**config.mk**
```make
export PLATFORM = sky130hd
export DESIGN_NAME = vend_payout_ctrl
export DESIGN_NICKNAME = d
export VERILOG_FILES = /design/src/rtl/vend_payout_ctrl.sv
export SDC_FILE = /design/constraint.sdc
export NUM_CORES = 1
export LEC_CHECK = 0
export ABC_AREA = 1
export ABC_CLOCK_PERIOD_IN_PS = 4100
export CAP_MARGIN = 20
export CORE_MARGIN = 1.5
export CORE_UTILIZATION = 55
export DETAILED_ROUTE_END_ITERATION = 16
export GPL_ROUTABILITY_DRIVEN = 1
export PLACE_DENSITY_LB_ADDON = 0.05
export SETUP_SLACK_MARGIN = 0.1
export SYNTH_ARGS = -nofsm -noshare
export SYNTH_HDL_FRONTEND = slang
export SYNTH_SLANG_ARGS = --single-unit
```
**constraint.sdc**
```tcl
create_clock -name clk -period 4.1 [get_ports clk]
set_input_delay 0.41 -clock clk [delete_from_list [all_inputs] [get_ports clk]]
set_output_delay 0.41 -clock clk [all_outputs]
set_load 0.005 [all_outputs]
```
**src/rtl/vend_payout_ctrl.sv**
```systemverilog
// Vending payout controller: runs the product motor, then ejects change coins one at a time.
// Define PAYOUT_TIMEOUT_EN to add the acknowledge timeout and the sticky FAULT state.
module vend_payout_ctrl #(
   parameter int unsigned TIMEOUT = 255,
   parameter int unsigned PULSE_W = 2
) (
   input  logic       clk,
   input  logic       rst,
   input  logic       req,
   input  logic       vend,
   input  logic [1:0] change,
   input  logic       motor_done,
   input  logic       coin_sense,
   output logic       busy,
   output logic       motor_on,
   output logic       coin_pulse,
   output logic       done,
   output logic       fault,
   output logic [1:0] coins_paid
);

   if (TIMEOUT < 1 || TIMEOUT > 65535) begin : g_bad_timeout
      $error("vend_payout_ctrl: TIMEOUT must be 1..65535");
   end
   if (PULSE_W < 1 || PULSE_W > 15) begin : g_bad_pulse_w
      $error("vend_payout_ctrl: PULSE_W must be 1..15");
   end

   localparam logic [3:0] PULSE_LAST = 4'(PULSE_W - 1);

   typedef enum logic [2:0] {
      S_IDLE,
      S_MOTOR,
      S_COIN_DRV,
      S_COIN_WAIT,
      S_DONE
`ifdef PAYOUT_TIMEOUT_EN
      , S_FAULT
`endif
   } state_t;

   state_t     r_state;
   logic       r_busy;
   logic       r_motor_on;
   logic       r_coin_pulse;
   logic       r_done;
   logic [1:0] r_coins;
   logic [1:0] r_change;
   logic [3:0] r_pcnt;
   logic       r_sense_d;

   logic       w_sense_rise;
   logic [1:0] w_coins_nxt;

`ifdef PAYOUT_TIMEOUT_EN
   localparam logic [15:0] TMO_LAST = 16'(TIMEOUT - 1);
   logic [15:0] r_tmo;
   logic        r_fault;
   assign fault = r_fault;
`else
   assign fault = 1'b0;
`endif

   // Coins are only counted while waiting, so the edge register runs unconditionally.
   assign w_sense_rise = coin_sense & ~r_sense_d;
   assign w_coins_nxt  = r_coins + 2'd1;

   always_ff @(posedge clk or posedge rst) begin
      if (rst) begin
         r_state      <= S_IDLE;
         r_busy       <= 1'b0;
         r_motor_on   <= 1'b0;
         r_coin_pulse <= 1'b0;
         r_done       <= 1'b0;
         r_coins      <= 2'd0;
         r_change     <= 2'd0;
         r_pcnt       <= 4'd0;
         r_sense_d    <= 1'b0;
`ifdef PAYOUT_TIMEOUT_EN
         r_tmo        <= 16'd0;
         r_fault      <= 1'b0;
`endif
      end else begin
         r_sense_d <= coin_sense;
         r_done    <= 1'b0;
         case (r_state)
            S_IDLE: begin
               // busy is still high in the cycle done pulses; that cycle drops it instead of accepting.
               if (r_busy) begin
                  r_busy <= 1'b0;
               end else if (req) begin
                  r_busy   <= 1'b1;
                  r_change <= change;
                  r_coins  <= 2'd0;
                  if (vend) begin
                     r_state    <= S_MOTOR;
                     r_motor_on <= 1'b1;
`ifdef PAYOUT_TIMEOUT_EN
                     r_tmo      <= 16'd0;
`endif
                  end else if (change != 2'd0) begin
                     r_state      <= S_COIN_DRV;
                     r_coin_pulse <= 1'b1;
                     r_pcnt       <= PULSE_LAST;
                  end else begin
                     r_state <= S_DONE;
                  end
               end
            end

            S_MOTOR: begin
               if (motor_done) begin
                  r_motor_on <= 1'b0;
                  if (r_change != 2'd0) begin
                     r_state      <= S_COIN_DRV;
                     r_coin_pulse <= 1'b1;
                     r_pcnt       <= PULSE_LAST;
                  end else begin
                     r_state <= S_DONE;
                  end
               end
`ifdef PAYOUT_TIMEOUT_EN
               else if (r_tmo == TMO_LAST) begin
                  r_state    <= S_FAULT;
                  r_motor_on <= 1'b0;
                  r_fault    <= 1'b1;
               end else begin
                  r_tmo <= r_tmo + 16'd1;
               end
`endif
            end

            S_COIN_DRV: begin
               if (r_pcnt == 4'd0) begin
                  r_state      <= S_COIN_WAIT;
                  r_coin_pulse <= 1'b0;
`ifdef PAYOUT_TIMEOUT_EN
                  r_tmo        <= 16'd0;
`endif
               end else begin
                  r_pcnt <= r_pcnt - 4'd1;
               end
            end

            S_COIN_WAIT: begin
               // An ack seen in the same cycle the timer expires still counts as success.
               if (w_sense_rise) begin
                  r_coins <= w_coins_nxt;
                  if (w_coins_nxt < r_change) begin
                     r_state      <= S_COIN_DRV;
                     r_coin_pulse <= 1'b1;
                     r_pcnt       <= PULSE_LAST;
                  end else begin
                     r_state <= S_DONE;
                  end
               end
`ifdef PAYOUT_TIMEOUT_EN
               else if (r_tmo == TMO_LAST) begin
                  r_state <= S_FAULT;
                  r_fault <= 1'b1;
               end else begin
                  r_tmo <= r_tmo + 16'd1;
               end
`endif
            end

            S_DONE: begin
               r_done  <= 1'b1;
               r_state <= S_IDLE;
            end

`ifdef PAYOUT_TIMEOUT_EN
            S_FAULT: begin
               r_busy       <= 1'b1;
               r_fault      <= 1'b1;
               r_motor_on   <= 1'b0;
               r_coin_pulse <= 1'b0;
            end
`endif

            default: begin
               r_state      <= S_IDLE;
               r_busy       <= 1'b0;
               r_motor_on   <= 1'b0;
               r_coin_pulse <= 1'b0;
            end
         endcase
      end
   end

   assign busy       = r_busy;
   assign motor_on   = r_motor_on;
   assign coin_pulse = r_coin_pulse;
   assign done       = r_done;
   assign coins_paid = r_coins;

endmodule

```
# == Word level (Yosys, flattened, before mapping) ==
# Index checks and enable logic that the tools add are counted.
# W data, S select, Z words.
# classes
n_addsub,2
magnitude_cmp,1
n_eq_ne,15
mux,43
n_bitwise,5
n_reduce_logical,14
# op_table
op,n
$mux W4,9
$mux W3,9
$ne A2 B2 Y1 const B,11
$reduce_and A10 Y1,2
$mux W1,16
$pmux W4 S4,1
$pmux W3 S4,1
$reduce_and A5 Y1,2
$eq A3 B2 Y1 const B,2
$mux W2,3
$reduce_bool A2 Y1,3
$pmux W1 S5,1
$logic_not A4 Y1,1
$not A1 Y1,4
$pmux W2 S2,1
$reduce_and A4 Y1,1
$reduce_bool A4 Y1,1
$reduce_or A4 Y1,1
$sub A4 B1 Y4 const B,1
$eq A3 B1 Y1 const B,1
$eq A3 B3 Y1 const B,1
$logic_not A3 Y1,1
$pmux W1 S3,1
$reduce_and A3 Y1,1
5 further kinds,5
# word_totals
regBits,16
input_bits,8
out_inout_bits,7
wordCells,89

# == Longest topological paths before layout ==
# logic_depth
ltp_word,6
ltp_mapped,11
depth_no_buf,11

# == Worst setup path before layout ==
# Ideal clock, no wire load.
# synth_path
path_type,flip-flop to flip-flop
startpoint,register r_coins[0] (netlist: coins_paid[0])
endpoint,register r_pcnt[2]
setup_time_ns,0.118
t_arrival_ns,1.429
required_ns,3.982
slack_ns,2.552
stages_incl_launch_ff,12
path_buffers,0
period_less_slack_ns,1.548
cell_sequence,dfrtp_1 > xnor2_1 > inv_1 > ha_1 > nand2_1 > nand2_1 > nand2_1 > nand2_1 > inv_2 > nand3_2 > nand2_1 > nand2_1
# synth_via
elab_chain_len,4
# synth_lines
item,line_no,source
from (decl),47,logic [1:0] r_coins;
from (signal assigned),148,r_coins <= w_coins_nxt;
$add A2 B1 Y2,66,assign w_coins_nxt = r_coins + 2'd1;
$lt A2 B2 Y1,149,if (w_coins_nxt < r_change) begin
$ne A2 B2 Y1 (no source line),n/a,
$reduce_and A10 Y1 (no source line),n/a,
to (signal assigned),141,r_pcnt <= r_pcnt - 4'd1;
to (decl),49,logic [3:0] r_pcnt;
# No other way between the ends.
# A chain may end at the register's enable or synchronous reset.

# == Worst setup path after layout ==
# layout_path
startpoint,register r_coins[0] (netlist: coins_paid[0])
endpoint,register r_pcnt[1]
# Same word-level chain as after synthesis.

==> results.cfg <==
[run_status]
outcome = completed

[clocking]
cts_hold_buf = 0
cts.sinks = 16
cts_root_buffer = clkbuf_4
cts_setup_buffers = 0
cts_buffers = 3
cts_tree = yes
cts_resized = 0
cts.clk_slew.worst_paths_ns = 0.09
clkLatencyLatePin_ns = 0.29
max-clock-path-buffers = 2
htreeDepth = 1

[route]
routed_wl_um = 1980
drt-pass1-iter-count = 4
drc = 0
ant_nets = 0
vias = 901
via_per_inst = 5.09
wire_per_inst_um = 11.2
drtIter0Drc = 20

[worst_setup_path]
r2r_start = coins_paid[0]
slowest_stage = dfrtp_1
worstPathRequired_ns = 4.29
path_max_fanout = 8
path_cells = xnor2_1, inv_1, ha_1, nand2_1, nand2_1, nand2_1, nand2_1, inv_2, nand3_2, nand2_1, nand2_1
path_class = reg -> reg
r2r-end = r_pcnt[1]
arrival_ns = 1.90
worstSetupEndpointType = flop
crit_path_max_incr_delay_ns = 0.44
crit_path_end = r_pcnt[1]
crit_top_cell = nand2_1
crit_path_start = coins_paid[0]
cp-start-kind = flop
reg2regPathDepth = 11
r2r_slack_ns = 2.39

[power]
totalPowerFinal_uw = 957
power.switching_uw = 462
pwr-share-clk_pct = 11.1
power_per_cell_area_nw_per_um2 = 811
power_frac_comb_pct = 59.4
power_leakage_nw = 0.625
p_seq_share_pct = 29.6
intPower_uw = 495
peakVddDrop_v = 0.000438
switching_share_pct = 48.3

[sta]
setup_viol = 0
fmax_ghz = 0.583
fin_crit_sh_pct = 41.8
finClkSkew_ns = 0.00147
timing.final.crit_period_ns = 1.71
rsz0062_at_grt = false
slew_headroom_pct = 58.1
hold_viol = 0
slew_violations = 0
worst_slew_pin_slew_ns = 0.629
setup_tns_ns = 0

[global_route]
grt_use_met2_pct = 36.3
globalRouteMet3Util_pct = 4.76
gr-total-overflow = 0
grt_pass1_vias = 816
grt.busiest_layer = met2
grt_start_max_net_pins = 17
grt_use_total_pct = 23.0
grt_antenna_before_repair = 0
use_met1_pct = 29.3
grt_pass1_wl_um = 3310

[yosys]
synthCells = 136
synth-seq-cells = 16
yosys_warnings = 0
syn_nets = 147
synth.avg_cell_area_um2 = 7.29
ys_types = 20
ys_seq_area_share_pct = 40.4
synth_area_um2 = 991

[layout]
areaGrowthSynthToFinish_pct = 19.2
final_layout_size_suffix_gt1_share_pct = 12.5
nNetsFinal = 164
final_common_cell = nand2_1
layout_common_cells = 37 x nand2_1, 16 x inv_1, 16 x nor2_1, 16 x dfrtp_1, 13 x clkdlybuf4s50_1
fillerInstances = 151
antenna_cells = 0

[die]
row_count = 15
core_um2 = 1710
die_w_um = 45.4
die_area_um2 = 2070
io_pins = 15
initial_core_util_pct = 58.0
die-height_um = 45.4

[place]
place.gp.congestion = 0.858
dpl.hpwl_um = 1570
io_buffers = 13

[run]
maxCapViolCount = 0

[min_path]
hold_path_class = in -> async
-- worst max-delay path: cells and delay by family, from the launching register on --
kind                     cells  cell delay [ns]
AND/OR/NAND/NOR              7             0.52
flip-flops                   1             0.44
adder cells (fa/ha/maj)      1             0.26
XOR/XNOR                     1             0.21
buffers and inverters        2             0.18
-- metal layers --
metal / up-vias / wire [um]
li1: 458 / -
met1: 421 / 943
met2: 17 / 941
met3: 5 / 58
met4: 0 / 35
met5: - / 0
-- synthesized netlist by cell type --
cell type | number | area [um2]
nand2_1 | 37 | 139
dfrtp_1 | 16 | 400
inv_1 | 16 | 60.1
nor2_1 | 16 | 60.1
nand3_1 | 10 | 50.1
a21oi_1 | 5 | 25.0
nand4_1 | 5 | 31.3
o21ai_0 | 5 | 25.0
inv_2 | 4 | 15.0
nand2_2 | 4 | 25.0
nor2_2 | 4 | 25.0
ha_1 | 3 | 37.5
nand3_2 | 2 | 20.0
o21ai_1 | 2 | 10.0
xnor2_1 | 2 | 17.5
buf_4 | 1 | 7.51
conb_1 | 1 | 3.75
mux2_1 | 1 | 11.3
nor2_8 | 1 | 20.0
o21bai_1 | 1 | 7.51
-- per-stage QoR --
step	setup WS [ns]	hold WS [ns]	utilization [%]	instance area, um2	instances
final	2.39	0.489	69.2	1180	177
after detailed placement	2.35	0.475	67.0	1140	173
after global routing	2.16	0.527	69.2	1180	177
after floorplan	2.55	0.324	-	991	136
after global placement	2.38	0.465	67.0	1140	173
after CTS	2.38	0.499	69.2	1180	177
-- area by class of cell --
| class | instances | area, um2 | area share (%) |
|---|---|---|---|
| clock buffers | 4 | 36.3 | 3.07 |
| inverters | 20 | 75.1 | 6.36 |
| multi-input cells | 99 | 508 | 43.0 |
| flip-flops and latches | 16 | 400 | 33.9 |
| well taps | 25 | 31.3 | 2.65 |
| repair buffers | 13 | 130 | 11.0 |
-- worst min path at each step --
stage / slack (ns) / endpoint / depth (start not counted)
final: 0.49 / r_sense_d / 2
after global routing: 0.53 / r_pcnt[1] / 2
after CTS: 0.50 / coins_paid[1] / 2
after detailed placement: 0.47 / r_pcnt[1] / 2
after global placement: 0.46 / coin_pulse / 2
after floorplan: 0.32 / busy / 1
-- cell families after synthesis --
family                   count (synthesis)  synth area share [%]
AO/OA/AOI/OAI                           13                  6.82
XOR/XNOR                                 2                  1.77
adder cells (fa/ha/maj)                  3                  3.79
buffers and inverters                   21                  8.33
flip-flops                              16                  40.4
multiplexers                             1                  1.14
other                                    1                 0.378
AND/OR/NAND/NOR                         79                  37.4
-- state kept, by name, indices dropped and copies added (netlist names) --
| name | count |
|---|---|
| r_change | 2 |
| motor_on | 1 |
| coins_paid | 2 |
| coin_pulse | 1 |
| done | 1 |
| r_pcnt | 4 |
| r_state | 3 |
| r_sense_d | 1 |
| busy | 1 |
-- power by group through the flow --
stage	clock (mW)	combinational [mW]	sequential, mW
finish	0.106	0.569	0.283
detailed placement	0	0.565	0.285
floorplan	0	0.426	0.274
global placement	0	0.546	0.283
CTS	0.107	0.568	0.282
global route	0.114	0.643	0.293
Power figures use the tool's default switching activity.
